[src/rtl/k_fft_pkg.sv]
// Shared types and constants for the radix-4 FFT sequencer.
// Sample/twiddle words pack re[7:0] in 15:8 and im[7:0] in 7:0.
package k_fft_pkg;

    localparam int K_LOG4N = 2;

    typedef struct packed {
        logic signed [7:0] re;
        logic signed [7:0] im;
    } cplx_t;

    localparam logic [1:0] ST_IDLE = 2'd0;
    localparam logic [1:0] ST_RD   = 2'd1;
    localparam logic [1:0] ST_CAP  = 2'd2;
    localparam logic [1:0] ST_WR   = 2'd3;

    typedef enum logic [1:0] {
        IDLE = ST_IDLE,
        RD   = ST_RD,
        CAP  = ST_CAP,
        WR   = ST_WR
    } state_e;

    function automatic int pow4(input int s);
        return 1 << (2 * s);
    endfunction

endpackage

[src/rtl/k_fft4_agu.sv]
// Address generator: butterfly operand addresses and twiddle index
// for stage s, butterfly b, operand m of an in-place radix-4 FFT.
module k_fft4_agu
    import k_fft_pkg::*;
#(
    parameter int LOG4N = K_LOG4N,
    parameter int AW    = 2 * LOG4N,
    parameter int TW    = (LOG4N > 1) ? 2 * LOG4N - 2 : 1,
    parameter int SW    = (LOG4N > 1) ? $clog2(LOG4N) : 1
) (
    input  logic [SW-1:0] s,
    input  logic [TW-1:0] b,
    input  logic [1:0]    m,
    output logic [AW-1:0] addr,
    output logic [TW-1:0] tw_idx
);

    logic [AW-1:0] bw;
    logic [AW-1:0] msk;
    logic [AW-1:0] j;
    logic [AW-1:0] g;
    logic [AW-1:0] base;
    int            sh;

    // span is a power of four, so div/mod reduce to shift/mask
    always_comb begin
        sh     = 2 * int'(s);
        bw     = AW'(b);
        msk    = AW'(pow4(int'(s)) - 1);
        j      = bw & msk;
        g      = bw >> sh;
        base   = (g << (sh + 2)) | j;
        addr   = base + (AW'(m) << sh);
        tw_idx = TW'(j << (2 * (LOG4N - 1) - sh));
    end

endmodule

[src/rtl/k_fft4_ctrl.sv]
// In-place radix-4 FFT sequencer around one shared dragonfly.
// Each butterfly: 4 reads, 1 capture cycle, 4 write-backs.
module k_fft4_ctrl
    import k_fft_pkg::*;
#(
    parameter int LOG4N = K_LOG4N,
    parameter int AW    = 2 * LOG4N,
    parameter int TW    = (LOG4N > 1) ? 2 * LOG4N - 2 : 1
) (
    input  logic          clk,
    input  logic          rst_n,
    input  logic          start,
    output logic          busy,
    output logic          done,
    output logic          mem_en,
    output logic          mem_we,
    output logic [AW-1:0] mem_addr,
    output logic [15:0]   mem_wdata,
    input  logic [15:0]   mem_rdata,
    output logic [TW-1:0] tw_idx,
    input  logic [15:0]   tw_data,
    output logic [15:0]   df_in0,
    output logic [15:0]   df_in1,
    output logic [15:0]   df_in2,
    output logic [15:0]   df_in3,
    output logic [15:0]   df_tw,
    input  logic [15:0]   df_out0,
    input  logic [15:0]   df_out1,
    input  logic [15:0]   df_out2,
    input  logic [15:0]   df_out3
);

    localparam int SW = (LOG4N > 1) ? $clog2(LOG4N) : 1;
    localparam logic [TW-1:0] B_LAST = TW'(pow4(LOG4N - 1) - 1);
    localparam logic [SW-1:0] S_LAST = SW'(LOG4N - 1);

    state_e        state;
    logic [SW-1:0] s;
    logic [TW-1:0] b;
    logic [1:0]    m;
    logic [AW-1:0] agu_addr;
    logic [TW-1:0] agu_tw;
    logic          acc;

    k_fft4_agu #(
        .LOG4N(LOG4N),
        .AW   (AW),
        .TW   (TW),
        .SW   (SW)
    ) u_agu (
        .s     (s),
        .b     (b),
        .m     (m),
        .addr  (agu_addr),
        .tw_idx(agu_tw)
    );

    always_ff @(posedge clk or negedge rst_n) begin
        if (!rst_n) begin
            state  <= IDLE;
            s      <= '0;
            b      <= '0;
            m      <= '0;
            done   <= 1'b0;
            df_in0 <= '0;
            df_in1 <= '0;
            df_in2 <= '0;
            df_in3 <= '0;
            df_tw  <= '0;
        end else begin
            done <= 1'b0;
            unique case (state)
                IDLE: begin
                    if (start) begin
                        state <= RD;
                        s     <= '0;
                        b     <= '0;
                        m     <= '0;
                    end
                end
                RD: begin
                    // read data trails the address by one cycle
                    m <= m + 2'd1;
                    if (m == 2'd1) df_in0 <= mem_rdata;
                    if (m == 2'd2) df_in1 <= mem_rdata;
                    if (m == 2'd3) begin
                        df_in2 <= mem_rdata;
                        state  <= CAP;
                    end
                end
                CAP: begin
                    df_in3 <= mem_rdata;
                    df_tw  <= tw_data;
                    m      <= '0;
                    state  <= WR;
                end
                WR: begin
                    m <= m + 2'd1;
                    if (m == 2'd3) begin
                        if (b != B_LAST) begin
                            b     <= b + TW'(1);
                            state <= RD;
                        end else if (s != S_LAST) begin
                            b     <= '0;
                            s     <= s + SW'(1);
                            state <= RD;
                        end else begin
                            b     <= '0;
                            s     <= '0;
                            done  <= 1'b1;
                            state <= IDLE;
                        end
                    end
                end
                default: state <= IDLE;
            endcase
        end
    end

    assign acc      = (state == RD) || (state == WR);
    assign busy     = (state != IDLE);
    assign mem_en   = acc;
    assign mem_we   = (state == WR);
    assign mem_addr = acc ? agu_addr : '0;
    assign tw_idx   = agu_tw;

    always_comb begin
        mem_wdata = '0;
        if (state == WR) begin
            unique case (m)
                2'd0: mem_wdata = df_out0;
                2'd1: mem_wdata = df_out1;
                2'd2: mem_wdata = df_out2;
                2'd3: mem_wdata = df_out3;
            endcase
        end
    end

endmodule

[config.mk]
export PLATFORM = sky130hd
export DESIGN_NAME = k_fft4_ctrl
export DESIGN_NICKNAME = d
export VERILOG_FILES = /design/src/rtl/k_fft_pkg.sv /design/src/rtl/k_fft4_agu.sv /design/src/rtl/k_fft4_ctrl.sv
export SDC_FILE = /design/constraint.sdc
export NUM_CORES = 1
export LEC_CHECK = 0
export ABC_AREA = 1
export BUFFER_PORTS_ARGS = -buffer_cell sky130_fd_sc_hd__buf_2
export CORE_MARGIN = 1
export CORE_UTILIZATION = 28
export DETAILED_ROUTE_END_ITERATION = 7
export GPL_TIMING_DRIVEN = 1
export PLACE_DENSITY = 0.61
export SKIP_CTS_REPAIR_TIMING = 1
export SYNTH_ARGS = -nofsm -noshare
export SYNTH_HDL_FRONTEND = slang
export SYNTH_SLANG_ARGS = --single-unit
[constraint.sdc]
create_clock -name clk -period 1.7 [get_ports clk]
set_input_delay 0.085 -clock clk [delete_from_list [all_inputs] [get_ports clk]]
set_output_delay 0.085 -clock clk [all_outputs]
set_load 0.02 [all_outputs]
==> flow_metrics.py, run 1 <==
metrics = {
    "outcome": {
        "status": "finished with violations",
        "violations": "setup timing",
    },
    "critical_path": {
        "crit_path_end_kind": "output pin",
        "cp.depth": 7,
        "cp_max_fo": 8,
        "r2r_setup_slack_ns": 0.06,
        "worst_path_most_repeated_cell": "buf_6",
        "worstSetupPathType": "flop to output pin",
        "reg2reg_from": "m[1]",
        "worstPathCellList": "buf_6, ha_4, buf_6, buf_8, a21oi_1, a31oi_1, buf_4",
        "cp.required_ns": 1.62,
        "cp_slowest_cell": "dfrtp_2",
        "worstRegToRegCells": 9,
        "slowest_delay_ns": 0.45,
        "path_buf_inv": 4,
        "r2r_end": "df_in1[14]",
        "path_delay_family": "buffers and inverters",
        "critical_path.startpoint": "m[1]",
        "worstSetupStartpointType": "flop",
        "arrival_ns": 1.74,
    },
    "floorplanning": {
        "dieArea_um2": 15000,
        "core_um2": 14000,
        "row_count": 43,
        "die_h_um": 122,
        "dieWidth_um": 122,
        "start_util": 0.290,
        "num_io_pins": 205,
    },
    "logic_synthesis": {
        "synth_nets": 552,
        "synthArstFlopShare": 1.00,
        "synthCells": 441,
        "syn_area_per_cell_um2": 9.19,
        "yosysWarningCount": 0,
        "yosysUniqueCellTypes": 25,
        "yosysSeqAreaShare": 0.543,
        "synth_area_um2": 4050,
        "synth_ff_type": "dfrtp_1",
        "synth_edf_count": 0,
        "synth_seq_cells": 88,
    },
    "place": {
        "place_ws_ns": 0.0772,
        "io_buffers": 204,
        "place_inst": 811,
        "gp_congestion": 0.788,
        "dp_hpwl_um": 8500,
    },
    "sta": {
        "report.final.slew_viol_count": 0,
        "worst_slack_ns": -0.121,
        "setup_viol": 18,
        "tns_ns": -1.31,
        "period_minus_slack_ns": 1.82,
        "finalHoldViolCount": 0,
        "fin_crit_sh": 1.07,
        "skew_ns": 0.00661,
        "rsz0062_at_grt": "yes",
        "max_freq_ghz": 0.549,
    },
    "cts": {
        "cts_tree": "yes",
        "path_clk_slew_ns": 0.06,
        "cts.sinks": 88,
        "htreeDepth": 3,
        "cts_buffers": 9,
        "cts_root_buf": "clkbuf_16",
        "clkLatencyLatePin_ns": 0.33,
        "clockBufferDepth": 2,
    },
    "routing": {
        "vias": 3963,
        "viasPerCell": 4.64,
        "drt_iter0_markers": 197,
        "dr.pass1.iters": 4,
        "drcViolationCount": 0,
        "wire_per_inst_um": 14.4,
        "ant_nets": 0,
        "wl_um": 12300,
    },
    "layout": {
        "multi_input_area_um2": 1680,
        "final_cells": 855,
        "drive_above_1_share": 0.449,
        "antenna_cells": 0,
        "final_common_cell": "buf_2",
        "layout_common_cells": "buf_2, nand2_1, dfrtp_1",
        "fill_cells": 1365,
        "syn_to_final_growth_pct": 50.0,
        "fin_util": 0.435,
        "nNetsFinal": 782,
        "regArea_um2": 2210,
    },
    "hold_path": {
        "min_path_cells": 2,
        "hold_class": "input pin to flop",
        "min-delay-start": "tw_data[10]",
        "min_to": "df_tw[10]",
    },
    "pwr": {
        "leakage_nw": 3.05,
        "p_comb_frac": 0.549,
        "vdd_drop_max_mv": 0.868,
        "power_frac_clock": 0.147,
        "p_int_mw": 6.88,
        "finalPower_mw": 12.4,
        "cellPowerDensity_nw_per_um2": 2030,
        "swShare": 0.443,
        "p_sw_mw": 5.48,
        "seqPwrFrac": 0.304,
    },
    "grt": {
        "grt_first_pass_wirelength_um": 16700,
        "first_global_vias": 3574,
        "antenna_found_initial": 0,
        "overflow": 0,
        "gr-usage-all-layers": 0.145,
        "grt_max_degree": 60,
    },
    "flow_run": {
        "drv_cap": 0,
    },
}
==> worst max-delay path by stage <==
stage / endpoint / slack [ns]
finish: mem_wdata[15] / -0.12
floorplan: mem_wdata[14] / 0.10
global placement: mem_wdata[0] / 0.15
global route: mem_wdata[9] / -0.17
detailed placement: mem_wdata[3] / 0.08
CTS: mem_wdata[3] / -0.29
==> sequential cells by signal, summed over array words and instances, names as in the netlist <==
register  cells
df_in0       16
df_in2       16
df_in3       16
df_in1       16
b             2
s             1
done          1
m             2
state         2
df_tw        16
==> power groups by stage <==
stage               Combinational [mW]  Clock (mW)  Sequential [mW]
finish                            6.78        1.81             3.76
detailed placement                6.05           0             3.71
global route                      7.34        1.95             3.88
CTS                               6.03        1.88             3.71
global placement                  5.87           0             3.67
floorplan                         2.79           0             4.83
==> synthesized netlist by cell type, drive strengths merged, types with 5 or more instances <==
master / instances / area share
inv: 33 / 0.031
a21oi: 34 / 0.042
o21ai: 70 / 0.095
nand3: 5 / 0.0062
nand2: 113 / 0.11
mux2: 16 / 0.044
buf: 25 / 0.039
ha: 11 / 0.034
dfrtp: 88 / 0.54
a31oi: 16 / 0.025
nor2: 23 / 0.021
==> layer usage <==
layer	up-vias	part of all wire	global-route usage
li1	1903	-	-
met1	1877	0.39	0.154
met2	174	0.51	0.269
met3	9	0.089	0.0469
met4	0	0.011	0.0434
met5	-	0	0
==> per-stage QoR <==
stage / area (µm²) / hold WS (ns)
floorplan: 4050 / -0.211
global placement: 5320 / 0.0333
detailed placement: 5320 / 0.0437
CTS: 5600 / -0.314
global route: 6080 / 0.0114
finish: 6080 / 0.0135
==> kinds of logic (layout without fill, tap and decap cells) <==
| family | Yosys count | after routing | synth area share |
|---|---|---|---|
| AO/OA/AOI/OAI | 122 | 122 | 0.165 |
| AND/OR/NAND/NOR | 143 | 143 | 0.137 |
| adder cells (fa/ha/maj) | 12 | 12 | 0.0389 |
| flip-flops | 88 | 88 | 0.543 |
| other | 1 | 1 | 0.000925 |
| buffers and inverters | 59 | 293 | 0.0701 |
| multiplexers | 16 | 16 | 0.0445 |
==> cell type report <==
class                      instances  area share
timing repair buffer             245       0.256
clock inverter                     2     0.00247
clock buffer                      13      0.0428
multi-input combinational        294       0.276
inverter                          33      0.0228
sequential                        88       0.363
tap                              180      0.0370
==> worst register-to-register path, cell delays in order (launching register included) <==
cell and delay [ns]:
dfrtp_2 0.45, buf_6 0.13, ha_4 0.14, buf_6 0.13
buf_8 0.14, buf_4 0.14, nand2_2 0.08, buf_12 0.20
nand2_1 0.08, o21ai_1 0.08
No activity file was read; power rests on OpenSTA's default activity.
==> inputs of run 2 (changes only) <==
--- a/config.mk
+++ b/config.mk
@@ -9,10 +9,12 @@
 export BUFFER_PORTS_ARGS = -buffer_cell sky130_fd_sc_hd__buf_2
 export CORE_MARGIN = 1
 export CORE_UTILIZATION = 28
+export CTS_BUF_LIST = sky130_fd_sc_hd__clkbuf_8 sky130_fd_sc_hd__clkbuf_16
 export DETAILED_ROUTE_END_ITERATION = 7
 export GPL_TIMING_DRIVEN = 1
 export PLACE_DENSITY = 0.61
 export SKIP_CTS_REPAIR_TIMING = 1
+export SLEW_MARGIN = 20
 export SYNTH_ARGS = -nofsm -noshare
 export SYNTH_HDL_FRONTEND = slang
 export SYNTH_SLANG_ARGS = --single-unit
==> run 2 against run 1 <==
Effect of this change:
- the flow still finishes with violations (setup timing)
- wire length rose by 0.12%
- total power hardly changed
- clock skew is essentially flat
- sequential power hardly changed
- clock-buffer cell count is 2 lower
- global-route usage stayed put
- largest power group unchanged
==> flow_metrics.py, run 2 (synthesized netlist as in run 1, its figures left out) <==
metrics = {
    "layout": {
        "layout_common_cells": "buf_2, nand2_1, dfrtp_1",
        "final_area_um2": 6080,
        "nNetsFinal": 782,
        "final_cells": 855,
        "final_common_cell": "buf_2",
        "fin_util": 0.435,
        "drive_above_1_share": 0.449,
        "antenna_cells": 0,
        "syn_to_final_growth_pct": 50.0,
        "fill_cells": 1365,
    },
    "grt": {
        "grt_first_pass_wirelength_um": 16700,
        "gr-usage-all-layers": 0.145,
        "first_global_vias": 3574,
        "overflow": 0,
        "antenna_found_initial": 0,
        "grt_max_degree": 60,
    },
    "pwr": {
        "finalPower_mw": 12.3,
        "leakage_nw": 3.06,
        "vdd_drop_max_mv": 0.868,
        "cellPowerDensity_nw_per_um2": 2030,
    },
    "sta": {
        "worst_slack_ns": -0.122,
        "fin_crit_sh": 1.07,
        "rsz0062_at_grt": "yes",
        "finalHoldViolCount": 0,
        "period_minus_slack_ns": 1.82,
        "max_freq_ghz": 0.549,
        "skew_ns": 0.00668,
        "report.final.slew_viol_count": 0,
        "setup_viol": 18,
    },
    "cts": {
        "cts.sinks": 88,
        "clkLatencyLatePin_ns": 0.33,
        "cts_buffers": 9,
        "htreeDepth": 3,
        "cts_tree": "yes",
        "path_clk_slew_ns": 0.06,
        "cts_root_buf": "clkbuf_16",
        "clockBufferDepth": 2,
    },
    "place": {
        "gp_congestion": 0.788,
        "dp_hpwl_um": 8500,
        "place_inst": 811,
        "io_buffers": 204,
        "placed_area_um2": 5320,
    },
    "floorplanning": {
        "core_um2": 14000,
        "die_h_um": 122,
        "dieWidth_um": 122,
        "num_io_pins": 205,
        "start_util": 0.290,
        "row_count": 43,
        "dieArea_um2": 15000,
    },
    "critical_path": {
        "arrival_ns": 1.74,
        "cp_max_fo": 8,
        "worstSetupStartpointType": "flop",
        "worstSetupPathType": "flop to output pin",
        "cp.required_ns": 1.62,
        "crit_path_end_kind": "output pin",
    },
    "routing": {
        "dr.pass1.iters": 4,
        "drt_iter0_markers": 196,
        "vias": 3965,
        "wl_um": 12300,
        "viasPerCell": 4.64,
        "drcViolationCount": 0,
        "ant_nets": 0,
        "wire_per_inst_um": 14.4,
    },
    "hold_path": {
        "hold_class": "input pin to flop",
    },
    "outcome": {
        "violations": "setup timing",
        "status": "finished with violations",
    },
    "flow_run": {
        "drv_cap": 0,
    },
}
==> run 2: cell count changes in the layout (fill, tap and decap cells not counted), sizes merged <==
cell    before  now
clkbuf      14   12
inv         33   35
==> run 2: area by class of cell <==
type                            instances  area (µm²)  area share
Multi-Input combinational cell        294        1680       0.276
Timing Repair Buffer                  245        1560       0.256
Inverter                               33         139      0.0228
Sequential cell                        88        2210       0.363
Tap cell                              180         225      0.0370
Clock buffer                           11         253      0.0416
Clock inverter                          4        22.5     0.00370
==> run 2: path summary, 6_finish.rpt <==
| kind | start | to | slack (ns) | cells past startpoint |
|---|---|---|---|---|
| worst max-delay path | m[1] | mem_wdata[15] | -0.12 | 7 |
| worst min-delay path | tw_data[10] | df_tw[10] | 0.01 | 2 |
| worst max register to register | m[1] | df_in1[14] | 0.06 | 9 |
| worst min register to register | df_in0[2] | df_in0[2] | 0.49 | 2 |
| max in group asynchronous | rst_n | df_tw[10] | 0.83 | 3 |
| min in group asynchronous | rst_n | df_in2[6] | 0.22 | 2 |
==> run 2: per-stage QoR <==
stage          setup slack (ns)  setup TNS [ns]  hold WS, ns
3_3_place_gp              0.153               0       0.0333
3_5_place_dp             0.0772               0       0.0437
4_1_cts                  -0.287           -4.38       -0.314
5_1_grt                  -0.171           -2.42       0.0114
2_1_floorplan             0.104               0       -0.211
6_report                 -0.122           -1.32       0.0128
==> run 2: where the power goes <==
group / total [mW] / switching (mW) / leakage [nW] / internal [mW]
registers: 3.76 / 0.631 / 1.02 / 3.13
logic: 6.78 / 4.10 / 1.91 / 2.68
clock network: 1.80 / 0.749 / 0.136 / 1.05
==> run 2: per-layer routing <==
| layer | track usage | vias up | part of all wire |
|---|---|---|---|
| li1 | - | 1904 | - |
| met3 | 0.0469 | 9 | 0.091 |
| met2 | 0.269 | 175 | 0.51 |
| met1 | 0.154 | 1877 | 0.39 |
| met4 | 0.0434 | 0 | 0.011 |
| met5 | 0 | - | 0 |
==> run 2: worst max-delay path, cell delays in order, from the launching register on <==
cell and delay (ns):
dfrtp_2 0.45, buf_6 0.13, ha_4 0.14, buf_6 0.13, buf_8 0.14, a21oi_1 0.15, a31oi_1 0.10, buf_4 0.17
==> inputs of run 3 (changes only) <==
--- a/config.mk
+++ b/config.mk
@@ -9,7 +9,7 @@
 export BUFFER_PORTS_ARGS = -buffer_cell sky130_fd_sc_hd__buf_2
 export CORE_MARGIN = 1
 export CORE_UTILIZATION = 28
-export CTS_BUF_LIST = sky130_fd_sc_hd__clkbuf_8 sky130_fd_sc_hd__clkbuf_16
+export CTS_BUF_LIST = sky130_fd_sc_hd__clkbuf_4 sky130_fd_sc_hd__clkbuf_8
 export DETAILED_ROUTE_END_ITERATION = 7
 export GPL_TIMING_DRIVEN = 1
 export PLACE_DENSITY = 0.61
==> run 3 against run 2 <==
Effect of this change:
- the run still ends with setup timing left
- clock skew grew 0.0014 ns
- sequential share of layout area grew 0.38 points
- total power shrank 3.4%
- fmax shrank 1.6%
- global-route usage is essentially flat
- final cell count grew 0.35%
- non-clock buffer count grew 3
- sequential power is essentially flat
- die area is the same
- critical path type unchanged
- highest routed layer unchanged
==> flow_metrics.py, run 3 (synthesized netlist as in run 1, its figures left out) <==
metrics = {
    "routing": {
        "ant_nets": 0,
        "viasPerCell": 4.64,
        "wire_per_inst_um": 14.4,
        "drcViolationCount": 0,
        "vias": 3978,
        "dr.pass1.iters": 4,
        "drt_iter0_markers": 191,
        "wl_um": 12300,
    },
    "pwr": {
        "vdd_drop_max_mv": 0.864,
        "leakage_nw": 3.03,
        "cellPowerDensity_nw_per_um2": 1980,
    },
    "sta": {
        "period_minus_slack_ns": 1.85,
        "rsz0062_at_grt": "yes",
        "report.final.slew_viol_count": 0,
        "finalHoldViolCount": 0,
        "skew_ns": 0.00813,
        "worst_slack_ns": -0.152,
        "max_freq_ghz": 0.540,
        "tns_ns": -1.90,
        "setup_viol": 18,
        "fin_crit_sh": 1.09,
    },
    "grt": {
        "overflow": 0,
        "antenna_found_initial": 0,
        "gr-usage-all-layers": 0.145,
        "grt_max_degree": 60,
        "grt_first_pass_wirelength_um": 16600,
        "first_global_vias": 3571,
    },
    "cts": {
        "clockBufferDepth": 2,
        "htreeDepth": 3,
        "cts.sinks": 88,
        "cts_tree": "yes",
        "clkLatencyLatePin_ns": 0.35,
        "cts_buffers": 9,
        "path_clk_slew_ns": 0.09,
        "cts_root_buf": "clkbuf_8",
    },
    "floorplanning": {
        "start_util": 0.290,
        "row_count": 43,
        "dieWidth_um": 122,
        "num_io_pins": 205,
        "core_um2": 14000,
        "die_h_um": 122,
        "dieArea_um2": 15000,
    },
    "place": {
        "gp_congestion": 0.788,
        "dp_hpwl_um": 8500,
        "placed_area_um2": 5320,
        "place_ws_ns": 0.0772,
        "io_buffers": 204,
    },
    "critical_path": {
        "cp_slowest_cell": "dfrtp_2",
        "r2r_setup_slack_ns": 0.04,
        "worst_path_most_repeated_cell": "buf_6",
        "worstSetupPathType": "flop to output pin",
        "reg2reg_from": "m[1]",
        "r2r_end": "df_in1[3]",
        "crit_path_end_kind": "output pin",
        "cp.depth": 7,
        "critical_path.startpoint": "m[1]",
        "worstRegToRegCells": 9,
        "path_delay_family": "buffers and inverters",
        "cp_max_fo": 8,
        "arrival_ns": 1.77,
        "cp.required_ns": 1.62,
        "slowest_delay_ns": 0.46,
        "worstPathCellList": "buf_6, ha_4, buf_6, buf_8, a21oi_1, a31oi_1, buf_4",
        "endpoint": "mem_wdata[15]",
        "path_buf_inv": 4,
        "worstSetupStartpointType": "flop",
    },
    "flow_run": {
        "drv_cap": 0,
    },
    "outcome": {
        "violations": "setup timing",
        "status": "finished with violations",
    },
    "layout": {
        "drive_above_1_share": 0.454,
        "layout_common_cells": "buf_2, nand2_1, dfrtp_1",
        "antenna_cells": 0,
        "nNetsFinal": 785,
        "fin_util": 0.430,
        "final_area_um2": 6020,
        "syn_to_final_growth_pct": 48.5,
        "final_common_cell": "buf_2",
        "fill_cells": 1364,
    },
    "hold_path": {
        "hold_class": "input pin to flop",
        "min_path_cells": 3,
    },
}
[run 3: per-layer routing]
layer  part of all wire  global-route usage
met4              0.014              0.0457
met5                  0                   0
met3              0.087              0.0469
met1               0.39               0.154
met2               0.51               0.268
[run 3: how the worst min path moves through the flow]
| stage | from | to | slack, ns |
|---|---|---|---|
| 4_1_cts | rst_n | df_tw[0] | -0.35 |
| 5_1_grt | mem_rdata[7] | df_in0[7] | 0.03 |
| 3_3_place_gp | rst_n | df_in2[3] | 0.03 |
| 2_1_floorplan | rst_n | b[0] | -0.21 |
| 3_5_place_dp | rst_n | df_in2[6] | 0.04 |
| 6_report | mem_rdata[5] | df_in3[5] | 0.03 |
[run 3: report_power, final]
| group | internal [mW] | switching (mW) | total (mW) |
|---|---|---|---|
| logic | 2.72 | 4.12 | 6.83 |
| clock network | 0.637 | 0.702 | 1.34 |
| registers | 3.12 | 0.622 | 3.74 |
[run 3: worst register-to-register path, cell delays in order (launching register included)]
cell,delay (ns)
dfrtp_2,0.46
buf_6,0.13
ha_4,0.14
buf_6,0.13
buf_8,0.15
buf_4,0.14
nand2_2,0.08
buf_12,0.20
nand2_1,0.08
o21ai_1,0.09
[run 3: stage by stage]
stage          cells  hold slack (ns)  total power, mW
5_1_grt          858           0.0298             12.7
3_3_place_gp     811           0.0333             9.54
6_report         858           0.0273             11.9
3_5_place_dp     811           0.0437             9.76
4_1_cts          826           -0.348             11.1
2_1_floorplan    441           -0.211             7.61
[run 3: final cells by class]
type / count / area [µm²] / area share
clock inverter: 2 / 15.0 / 0.00250
multi-input combinational: 294 / 1680 / 0.279
inverter: 33 / 139 / 0.0231
sequential: 88 / 2210 / 0.367
tap: 180 / 225 / 0.0374
timing repair buffer: 248 / 1580 / 0.263
clock buffer: 13 / 166 / 0.0277
